==> src/rtl/vc_demux2_tdm.sv <==
// Two-domain TDM demultiplexer: ring-egress messages are accepted on a fixed
// slot schedule and steered into one 2-entry queue per domain.
module vc_demux2_tdm #(
  parameter int p_nbits       = 32,
  parameter int p_slot_cycles = 4
)(
  input  logic               clk,
  input  logic               reset,
  input  logic               in_val,
  output logic               in_rdy,
  input  logic [p_nbits-1:0] in_msg,
  input  logic               in_domain,
  output logic               slot_domain,
  output logic               out0_val,
  input  logic               out0_rdy,
  output logic [p_nbits-1:0] out0_msg,
  output logic               out1_val,
  input  logic               out1_rdy,
  output logic [p_nbits-1:0] out1_msg
);

  localparam int cw = (p_slot_cycles > 1) ? $clog2(p_slot_cycles) : 1;
  localparam logic [cw-1:0] slot_last = cw'(p_slot_cycles - 1);

  logic [cw-1:0]      slot_cnt_r;
  logic               slot_domain_r;
  logic [p_nbits-1:0] mem_r [2][2];
  logic [1:0]         head_r;
  logic [1:0]         tail_r;
  logic [1:0]         cnt_r [2];
  logic [1:0]         enq_s;
  logic [1:0]         deq_s;
  logic [1:0]         rdy_s;
  logic               in_rdy_s;

  // Slot schedule: free-running, independent of traffic and backpressure.
  always_ff @(posedge clk) begin
    if (reset) begin
      slot_cnt_r    <= {cw{1'b0}};
      slot_domain_r <= 1'b0;
    end else if (slot_cnt_r == slot_last) begin
      slot_cnt_r    <= {cw{1'b0}};
      slot_domain_r <= ~slot_domain_r;
    end else begin
      slot_cnt_r    <= slot_cnt_r + cw'(1);
    end
  end

  // Acceptance looks only at the slot owner's queue, using the pre-dequeue count.
  always_comb begin
    in_rdy_s = (in_domain == slot_domain_r) && (cnt_r[slot_domain_r] != 2'd2);
    rdy_s    = {out1_rdy, out0_rdy};
    for (int d = 0; d < 2; d++) begin
      enq_s[d] = in_val && in_rdy_s && (slot_domain_r == d[0]);
      deq_s[d] = (cnt_r[d] != 2'd0) && rdy_s[d];
    end
  end

  // Queue pointers and occupancy for both domains.
  always_ff @(posedge clk) begin
    if (reset) begin
      head_r <= 2'b00;
      tail_r <= 2'b00;
      for (int d = 0; d < 2; d++) begin
        cnt_r[d] <= 2'd0;
      end
    end else begin
      for (int d = 0; d < 2; d++) begin
        if (enq_s[d]) begin
          tail_r[d] <= ~tail_r[d];
        end
        if (deq_s[d]) begin
          head_r[d] <= ~head_r[d];
        end
        case ({enq_s[d], deq_s[d]})
          2'b10:   cnt_r[d] <= cnt_r[d] + 2'd1;
          2'b01:   cnt_r[d] <= cnt_r[d] - 2'd1;
          default: cnt_r[d] <= cnt_r[d];
        endcase
      end
    end
  end

  // Payload storage; contents are only meaningful while the count covers them.
  always_ff @(posedge clk) begin
    for (int d = 0; d < 2; d++) begin
      if (enq_s[d]) begin
        mem_r[d][tail_r[d]] <= in_msg;
      end
    end
  end

  assign in_rdy      = in_rdy_s;
  assign slot_domain = slot_domain_r;
  assign out0_val    = (cnt_r[0] != 2'd0);
  assign out1_val    = (cnt_r[1] != 2'd0);
  assign out0_msg    = mem_r[0][head_r[0]];
  assign out1_msg    = mem_r[1][head_r[1]];

endmodule

==> config.mk <==
export PLATFORM = sky130hd
export DESIGN_NAME = vc_demux2_tdm
export DESIGN_NICKNAME = d
export VERILOG_FILES = /design/src/rtl/vc_demux2_tdm.sv
export SDC_FILE = /design/constraint.sdc
export NUM_CORES = 1
export LEC_CHECK = 0
export BUFFER_PORTS_ARGS = -buffer_cell sky130_fd_sc_hd__buf_2
export CAP_MARGIN = 10
export CORE_UTILIZATION = 49
export CTS_CLUSTER_DIAMETER = 100
export DETAILED_ROUTE_END_ITERATION = 16
export GPL_ROUTABILITY_DRIVEN = 0
export PLACE_DENSITY = 0.82
export SYNTH_ARGS = -nofsm -noshare
export SYNTH_HDL_FRONTEND = slang
export SYNTH_SLANG_ARGS = --single-unit
==> constraint.sdc <==
create_clock -name clk -period 2.5 [get_ports clk]
set_input_delay 0.25 -clock clk [delete_from_list [all_inputs] [get_ports clk]]
set_output_delay 0.25 -clock clk [all_outputs]
set_load 0.05 [all_outputs]
==> flow_metrics.py, run 1 <==
metrics = {
    "sta": {
        "setup_slack_ns": 0.207,
        "period_minus_slack_ns": 2.29,
        "slew_viol_final": 0,
        "min_period_over_period": 0.917,
        "hold_viol_final": 0,
        "rsz0062_at_grt": "no",
        "finalSetupViolations": 0,
        "holdWs_ns": 0.0877,
        "fin_tns_setup_ns": 0,
        "max_slew.worst_pin.slew_ns": 1.04,
        "max_freq_mhz": 436,
        "relSlewSlack": 0.305,
        "skew_ns": 0.00931,
    },
    "clock_tree": {
        "path_clk_slew_ns": 0.06,
        "ctsResizeCount": 0,
        "cts_buffer_depth": 2,
        "htreeDepth": 4,
        "clock_sinks": 140,
        "ctsHoldBuffers": 32,
        "cts_tree": "done",
        "postCtsSetupBuffers": 0,
        "numCtsBuffers": 17,
        "cts_root_buffer": "clkbuf_8",
        "clock_latency_ns": 0.52,
    },
    "detailed_routing": {
        "ant_nets": 0,
        "vias_per_cell": 5.04,
        "wirelength_mm": 9.85,
        "drt-pass1-iter-count": 4,
        "drtIter0Drc": 131,
        "drc": 0,
        "drt-wirelength-per-cell_um": 17.1,
        "vias": 2904,
    },
    "critical_path": {
        "cp-startpoint": "cnt_r[0][0]",
        "end_kind": "flop",
        "required_ns": 2.77,
        "path_max_fanout": 6,
        "cp-start-kind": "flop",
        "r2r-start": "cnt_r[0][0]",
        "arrival_ns": 2.57,
        "critPathKind": "flop to flop",
    },
    "pwr": {
        "peakVddDrop_v": 0.000771,
        "p_leak_nw": 2.60,
        "pwr_density_cell_mw_per_mm2": 938,
    },
    "global_route": {
        "first_global_vias": 2961,
        "antenna_found_initial": 0,
        "overflow": 0,
        "use_met2": 0.306,
        "grt_pass1_wl_mm": 15.1,
        "grt_max_degree": 33,
        "met1_usage": 0.233,
        "grtUsageMet3": 0.0569,
        "grt_busiest_layer": "met2",
        "grt.total_usage": 0.187,
    },
    "run_status": {
        "status": "finished, final reports clean",
    },
    "floorplan": {
        "die_height_um": 106,
        "floorplan.initialDensity": 0.508,
        "die_area_mm2": 0.0112,
        "rows": 37,
        "die_w_um": 106,
        "ios": 106,
        "core_mm2": 0.0104,
    },
    "logic_synthesis": {
        "syn_avg_cell_area_um2": 19.4,
        "synth-edff-count": 132,
        "seq_area_frac_synth": 0.780,
        "ys.warnings.count": 0,
        "synth_flop_cell": "edfxtp_1",
        "syn_area_mm2": 0.00529,
        "ys_ff_latch": 140,
        "netlist-cell-type-count": 28,
        "syn_inst": 272,
        "async_flop_share": 0,
        "syn_nets": 316,
    },
    "min_path": {
        "hp-class": "input pin to flop",
        "hp-start": "reset",
    },
    "placed_design": {
        "port_buffers": 105,
        "place_ws_ns": 0.225,
        "dp.cells": 512,
        "dpl.hpwl_mm": 5.97,
    },
    "final_layout": {
        "n_antenna_cell": 0,
        "fin_nets": 471,
        "layout_commonest_cell": "edfxtp_1",
        "drive_above_1_share": 0.502,
        "finalNonFillerCells": 576,
        "final_util": 0.671,
        "syn_to_final_growth_pct": 32.2,
        "final_cell_mix": "132 x edfxtp_1, 105 x buf_2, 64 x mux2_2, 32 x dlygate4sd3_1, 16 x clkbuf_16",
    },
    "flow_run": {
        "maxCapViolCount": 0,
    },
}
## final cells by class
class                           instances  area, um2
Clock buffer                           18        418
Clock inverter                         14        218
Fill cell                             705       3430
Inverter                                7       27.5
Multi-Input combinational cell        116       1110
Sequential cell                       140       4130
Tap cell                              136        170
Timing Repair Buffer                  145        918
## metrics by stage
stage	area [um2]	total power, W
floorplan	5290	0.00363
global placement	6030	0.00389
detailed placement	6030	0.00392
CTS	6990	0.00661
global route	6990	0.00677
finish	6990	0.00656
## state kept, by name, summed over array words and instances (netlist names), named ones only
signal and cells:
cnt_r 4, head_r 2, tail_r 2, slot_cnt_r 2, mem_r 128, slot_domain 1
## synthesized netlist by cell type (2+ instances only)
| library cell | n | area share |
|---|---|---|
| edfxtp_1 | 132 | 0.75 |
| mux2_2 | 64 | 0.14 |
| nor2_1 | 14 | 0.0099 |
| dfxtp_1 | 8 | 0.030 |
| buf_2 | 6 | 0.0057 |
| ha_1 | 6 | 0.014 |
| inv_1 | 6 | 0.0043 |
| nor3_1 | 4 | 0.0038 |
| xnor2_1 | 4 | 0.0066 |
| and2_1 | 3 | 0.0035 |
| clkbuf_1 | 3 | 0.0021 |
| mux2_4 | 2 | 0.0057 |
| nor2b_1 | 2 | 0.0024 |
| nor3b_1 | 2 | 0.0028 |
| o21bai_1 | 2 | 0.0028 |
| xor2_1 | 2 | 0.0033 |
## logic make-up (layout without fill, tap and decap cells)
kind of cell / Yosys count / in the layout / synth area share
flip-flops: 140 / 140 / 0.780
multiplexers: 66 / 66 / 0.142
AND/OR/NAND/NOR: 34 / 34 / 0.0355
buffers and inverters: 16 / 184 / 0.0130
adder cells (fa/ha/maj): 6 / 6 / 0.0142
XOR/XNOR: 6 / 6 / 0.00994
AO/OA/AOI/OAI: 4 / 4 / 0.00544
## report_power, final
part / internal, W / switching, W
clock: 0.00172 / 0.000931
combinational: 0.000381 / 0.000803
sequential: 0.00267 / 0.0000459
total: 0.00478 / 0.00178
## worst max-delay path, cell delays in order, from the launching register on
cell and delay (ns):
edfxtp_1 0.45, or3b_1 0.41, and4_4 0.21, ha_1 0.29, nor4_1 0.36, nor2_1 0.10, a31o_2 0.24
## routing by layer
| layer | vias to the layer above | wire, um | share of wire |
|---|---|---|---|
| li1 | 1357 | - | - |
| met1 | 1439 | 4330 | 0.44 |
| met2 | 97 | 4970 | 0.50 |
| met3 | 11 | 459 | 0.047 |
| met4 | 0 | 96 | 0.0097 |
| met5 | - | 0 | 0 |
## worst paths after layout
check	endpoint	slack (ns)	cells after the start
worst max-delay path	cnt_r[1][1]	0.21	6
worst min-delay path	slot_domain	0.09	2
worst max register to register	cnt_r[1][1]	0.21	6
worst min register to register	slot_cnt_r[0]	0.42	1
(Power assumes the default switching activity.)
==> run 2: changes to the inputs <==
Settings changed: CELL_PAD_IN_SITES_DETAIL_PLACEMENT set to 0, CELL_PAD_IN_SITES_GLOBAL_PLACEMENT set to 2, CORE_UTILIZATION 49 to 36.
==> flow_metrics.py, run 2 (synthesis results as in run 1) <==
metrics = {
    "flow_run": {
        "maxCapViolCount": 0,
    },
    "clock_tree": {
        "htreeDepth": 4,
        "clock_latency_ns": 0.41,
        "path_clk_slew_ns": 0.05,
        "ctsResizeCount": 0,
        "postCtsSetupBuffers": 0,
        "cts_tree": "done",
        "ctsHoldBuffers": 0,
        "cts_root_buffer": "clkbuf_16",
        "numCtsBuffers": 17,
        "cts_buffer_depth": 2,
        "clock_sinks": 140,
    },
    "floorplan": {
        "die_height_um": 123,
        "core_mm2": 0.0141,
        "rows": 43,
        "floorplan.initialDensity": 0.375,
        "ios": 106,
        "die_area_mm2": 0.0152,
        "die_w_um": 123,
    },
    "placed_design": {
        "place_ws_ns": 0.257,
        "port_buffers": 105,
        "dpl.hpwl_mm": 6.27,
    },
    "sta": {
        "slew_viol_final": 0,
        "setup_slack_ns": 0.247,
        "relSlewSlack": 0.401,
        "period_minus_slack_ns": 2.25,
        "hold_viol_final": 0,
        "max_freq_mhz": 444,
        "rsz0062_at_grt": "no",
        "finalSetupViolations": 0,
        "fin_tns_setup_ns": 0,
        "min_period_over_period": 0.901,
        "max_slew.worst_pin.slew_ns": 0.899,
        "skew_ns": 0.00681,
    },
    "detailed_routing": {
        "ant_nets": 0,
        "vias": 2746,
        "vias_per_cell": 4.69,
        "wirelength_mm": 9.89,
        "drc": 0,
        "drt-wirelength-per-cell_um": 16.9,
        "drtIter0Drc": 90,
        "drt-pass1-iter-count": 4,
    },
    "final_layout": {
        "nFillCells": 1239,
        "final_cell_mix": "132 x edfxtp_1, 105 x buf_2, 64 x mux2_2, 17 x clkbuf_16, 12 x nor2_1",
        "syn_to_final_growth_pct": 26.8,
        "layout_commonest_cell": "edfxtp_1",
        "final_util": 0.476,
        "drive_above_1_share": 0.525,
        "largest_register_ffs": 128,
        "fin_nets": 439,
        "n_antenna_cell": 0,
    },
    "critical_path": {
        "arrival_ns": 2.42,
        "slowest_stage": "edfxtp_1",
        "path_max_fanout": 6,
        "end_kind": "flop",
        "cp-start-kind": "flop",
        "slowest_delay_ns": 0.46,
        "required_ns": 2.67,
        "worstPathCellList": "or3b_1, and4_4, ha_1, nor4_1, nor2_1, a31o_2",
        "critPathKind": "flop to flop",
    },
    "global_route": {
        "grt.total_usage": 0.141,
        "first_global_vias": 2896,
        "overflow": 0,
        "grt_pass1_wl_mm": 14.9,
        "antenna_found_initial": 0,
        "grt_max_degree": 33,
    },
    "pwr": {
        "pwr-share-clk": 0.394,
        "seqPwrFrac": 0.429,
        "combPwrFrac": 0.178,
        "p_leak_nw": 2.45,
        "peakVddDrop_v": 0.000449,
        "swShare": 0.267,
        "p_sw_w": 0.00171,
        "p_int_w": 0.00468,
        "pwr_density_cell_mw_per_mm2": 953,
    },
    "run_status": {
        "status": "finished, final reports clean",
    },
    "min_path": {
        "hp-class": "input pin to flop",
    },
}
[run 2: cell count changes in the layout (fill, tap and decap cells not counted), sizes merged]
cell and change:
clkinv -2, clkinvlp -2, inv -1, dlygate4sd3 -32, bufinv -1, clkbuf +4
[run 2: worst paths after layout]
kind	start	to	slack, ns	cells after the start
worst min-delay path	in_msg[2]	mem_r[0][66]	0.05	1
worst max register to register	cnt_r[0][0]	cnt_r[1][1]	0.25	6
worst max-delay path	cnt_r[0][0]	cnt_r[1][1]	0.25	6
worst min register to register	slot_cnt_r[0]	slot_cnt_r[0]	0.42	1
[run 2: power groups by stage]
stage                     sequential (W)  clock, W  combinational (W)
after floorplan                  0.00275         0           0.000885
after global placement           0.00278         0            0.00114
after detailed placement         0.00279         0            0.00115
after CTS                        0.00274   0.00257            0.00115
after global routing             0.00275   0.00267            0.00120
final                            0.00274   0.00251            0.00114
[run 2: layout make-up]
| cell class | instances | area (um2) | area share |
|---|---|---|---|
| inverters | 7 | 27.5 | 0.00411 |
| repair buffers | 113 | 623 | 0.0930 |
| well taps | 180 | 225 | 0.0336 |
| clock buffers | 22 | 444 | 0.0663 |
| clock inverters | 8 | 144 | 0.0215 |
| flip-flops and latches | 140 | 4130 | 0.616 |
| multi-input cells | 116 | 1110 | 0.166 |
[run 2: critical path, delay by kind of cell (launching register included)]
family / cells / cell delay (ns)
AO/OA/AOI/OAI: 1 / 0.24
adder cells (fa/ha/maj): 1 / 0.28
AND/OR/NAND/NOR: 4 / 1.02
flip-flops: 1 / 0.46
[run 2: routing by layer]
metal	track usage	vias to the layer above	share of wire
met4	0.0723	0	0.013
met5	0	-	0
met2	0.236	82	0.51
met1	0.157	1358	0.42
met3	0.0535	11	0.064
li1	-	1295	-
[run 2: per-stage QoR]
stage                     hold WS [ns]  power (W)  std cells  cell area [um2]
final                           0.0501    0.00639        586             6700
after global routing            0.0286    0.00662        586             6700
after CTS                       0.0307    0.00647        586             6700
after detailed placement         0.419    0.00394        556             6110
after global placement           0.407    0.00393        556             6110
after floorplan                  0.349    0.00363        272             5290
==> run 3: changes to the inputs <==
Settings changed: PLACE_DENSITY 0.82 to unset, PLACE_DENSITY_LB_ADDON set to 0.1.
==> flow_metrics.py, run 3 (synthesis results as in run 1) <==
metrics = {
    "run_status": {
        "status": "finished, final reports clean",
    },
    "clock_tree": {
        "postCtsSetupBuffers": 0,
        "clock_latency_ns": 0.41,
        "ctsHoldBuffers": 0,
        "numCtsBuffers": 17,
        "cts_tree": "done",
        "ctsResizeCount": 0,
        "path_clk_slew_ns": 0.06,
        "clock_sinks": 140,
        "htreeDepth": 4,
        "cts_root_buffer": "clkbuf_16",
        "cts_buffer_depth": 2,
    },
    "floorplan": {
        "floorplan.initialDensity": 0.375,
        "core_mm2": 0.0141,
        "die_height_um": 123,
        "die_w_um": 123,
        "ios": 106,
        "die_area_mm2": 0.0152,
        "rows": 43,
    },
    "sta": {
        "max_slew.worst_pin.slew_ns": 0.895,
        "min_period_over_period": 0.898,
        "slew_viol_final": 0,
        "skew_ns": 0.00608,
        "finalSetupViolations": 0,
        "fin_tns_setup_ns": 0,
        "rsz0062_at_grt": "no",
        "max_freq_mhz": 445,
        "relSlewSlack": 0.403,
        "hold_viol_final": 0,
        "period_minus_slack_ns": 2.25,
    },
    "detailed_routing": {
        "drc": 0,
        "ant_nets": 0,
        "drt-pass1-iter-count": 5,
        "wirelength_mm": 10.1,
        "drtIter0Drc": 181,
        "vias_per_cell": 4.61,
        "vias": 2706,
        "drt-wirelength-per-cell_um": 17.1,
    },
    "critical_path": {
        "arrival_ns": 2.41,
        "r2r_end": "cnt_r[1][1]",
        "critPathKind": "flop to flop",
        "cp-start-kind": "flop",
        "rrSetupSlack_ns": 0.25,
        "required_ns": 2.66,
        "r2r-start": "cnt_r[0][0]",
        "end_kind": "flop",
        "path_max_fanout": 6,
        "cp-startpoint": "cnt_r[0][0]",
        "rr_worst_depth": 6,
    },
    "final_layout": {
        "final_util": 0.478,
        "design_area_mm2": 0.00674,
        "layout_commonest_cell": "edfxtp_1",
        "final_cell_mix": "132 x edfxtp_1, 105 x buf_2, 64 x mux2_2, 17 x clkbuf_16, 12 x nor2_1",
        "seq_area_mm2": 0.00413,
        "drive_above_1_share": 0.531,
        "n_antenna_cell": 0,
        "nFillCells": 1234,
        "largest_register_ffs": 128,
        "multi_input_area_mm2": 0.00111,
        "syn_to_final_growth_pct": 27.4,
        "fin_nets": 438,
    },
    "global_route": {
        "grt.total_usage": 0.142,
        "grt_pass1_wl_mm": 15.1,
        "antenna_found_initial": 0,
        "first_global_vias": 2705,
        "overflow": 0,
        "grt_max_degree": 33,
    },
    "placed_design": {
        "port_buffers": 105,
        "dpl.hpwl_mm": 6.30,
        "placed_area_mm2": 0.00611,
    },
    "pwr": {
        "pwr_density_cell_mw_per_mm2": 971,
        "p_leak_nw": 2.47,
        "peakVddDrop_v": 0.000566,
        "total_power_w": 0.00654,
    },
    "min_path": {
        "hp-class": "input pin to flop",
        "min_path_cells": 1,
        "min_to": "mem_r[0][70]",
        "hp-start": "in_msg[6]",
    },
    "flow_run": {
        "maxCapViolCount": 0,
    },
}
-- run 3: worst max path at each step --
| stage | endpoint | slack (ns) | cells after the start |
|---|---|---|---|
| after floorplan | mem_r[0][64] | 0.05 | 4 |
| after global placement | cnt_r[1][1] | 0.26 | 6 |
| after detailed placement | cnt_r[1][1] | 0.26 | 6 |
| after CTS | cnt_r[1][1] | 0.25 | 6 |
| after global routing | cnt_r[1][1] | 0.17 | 6 |
| final | cnt_r[1][1] | 0.25 | 6 |
-- run 3: cell type report --
| class | count | share of cell area |
|---|---|---|
| flip-flops and latches | 140 | 0.613 |
| clock inverters | 13 | 0.0292 |
| inverters | 7 | 0.00409 |
| multi-input cells | 116 | 0.165 |
| repair buffers | 112 | 0.0914 |
| clock buffers | 19 | 0.0643 |
| well taps | 180 | 0.0334 |
-- run 3: power breakdown --
part           switching, W  internal [W]  leakage, nW
combinational      0.000784      0.000353        0.899
clock              0.000910       0.00176        0.304
sequential        0.0000600       0.00267         1.27
-- run 3: layer usage --
metal  up-vias  part of all wire  GRT usage
met5         -                 0          0
met4         0             0.012     0.0587
met3        11             0.069     0.0637
met2        69              0.47      0.219
met1      1337              0.45      0.173
li1       1289                 -          -
-- run 3: critical path: stages (launching register included) --
cell,delay [ns]
edfxtp_1,0.46
or3b_1,0.40
and4_4,0.21
ha_1,0.28
nor4_1,0.32
nor2_1,0.09
a31o_2,0.24
-- run 3: through the flow --
step | hold slack, ns | setup WS [ns] | instances
2_1_floorplan | 0.349 | 0.0512 | 272
5_1_grt | 0.0338 | 0.166 | 587
3_5_place_dp | 0.414 | 0.258 | 555
4_1_cts | 0.0352 | 0.250 | 587
3_3_place_gp | 0.408 | 0.263 | 555
6_report | 0.0541 | 0.254 | 587
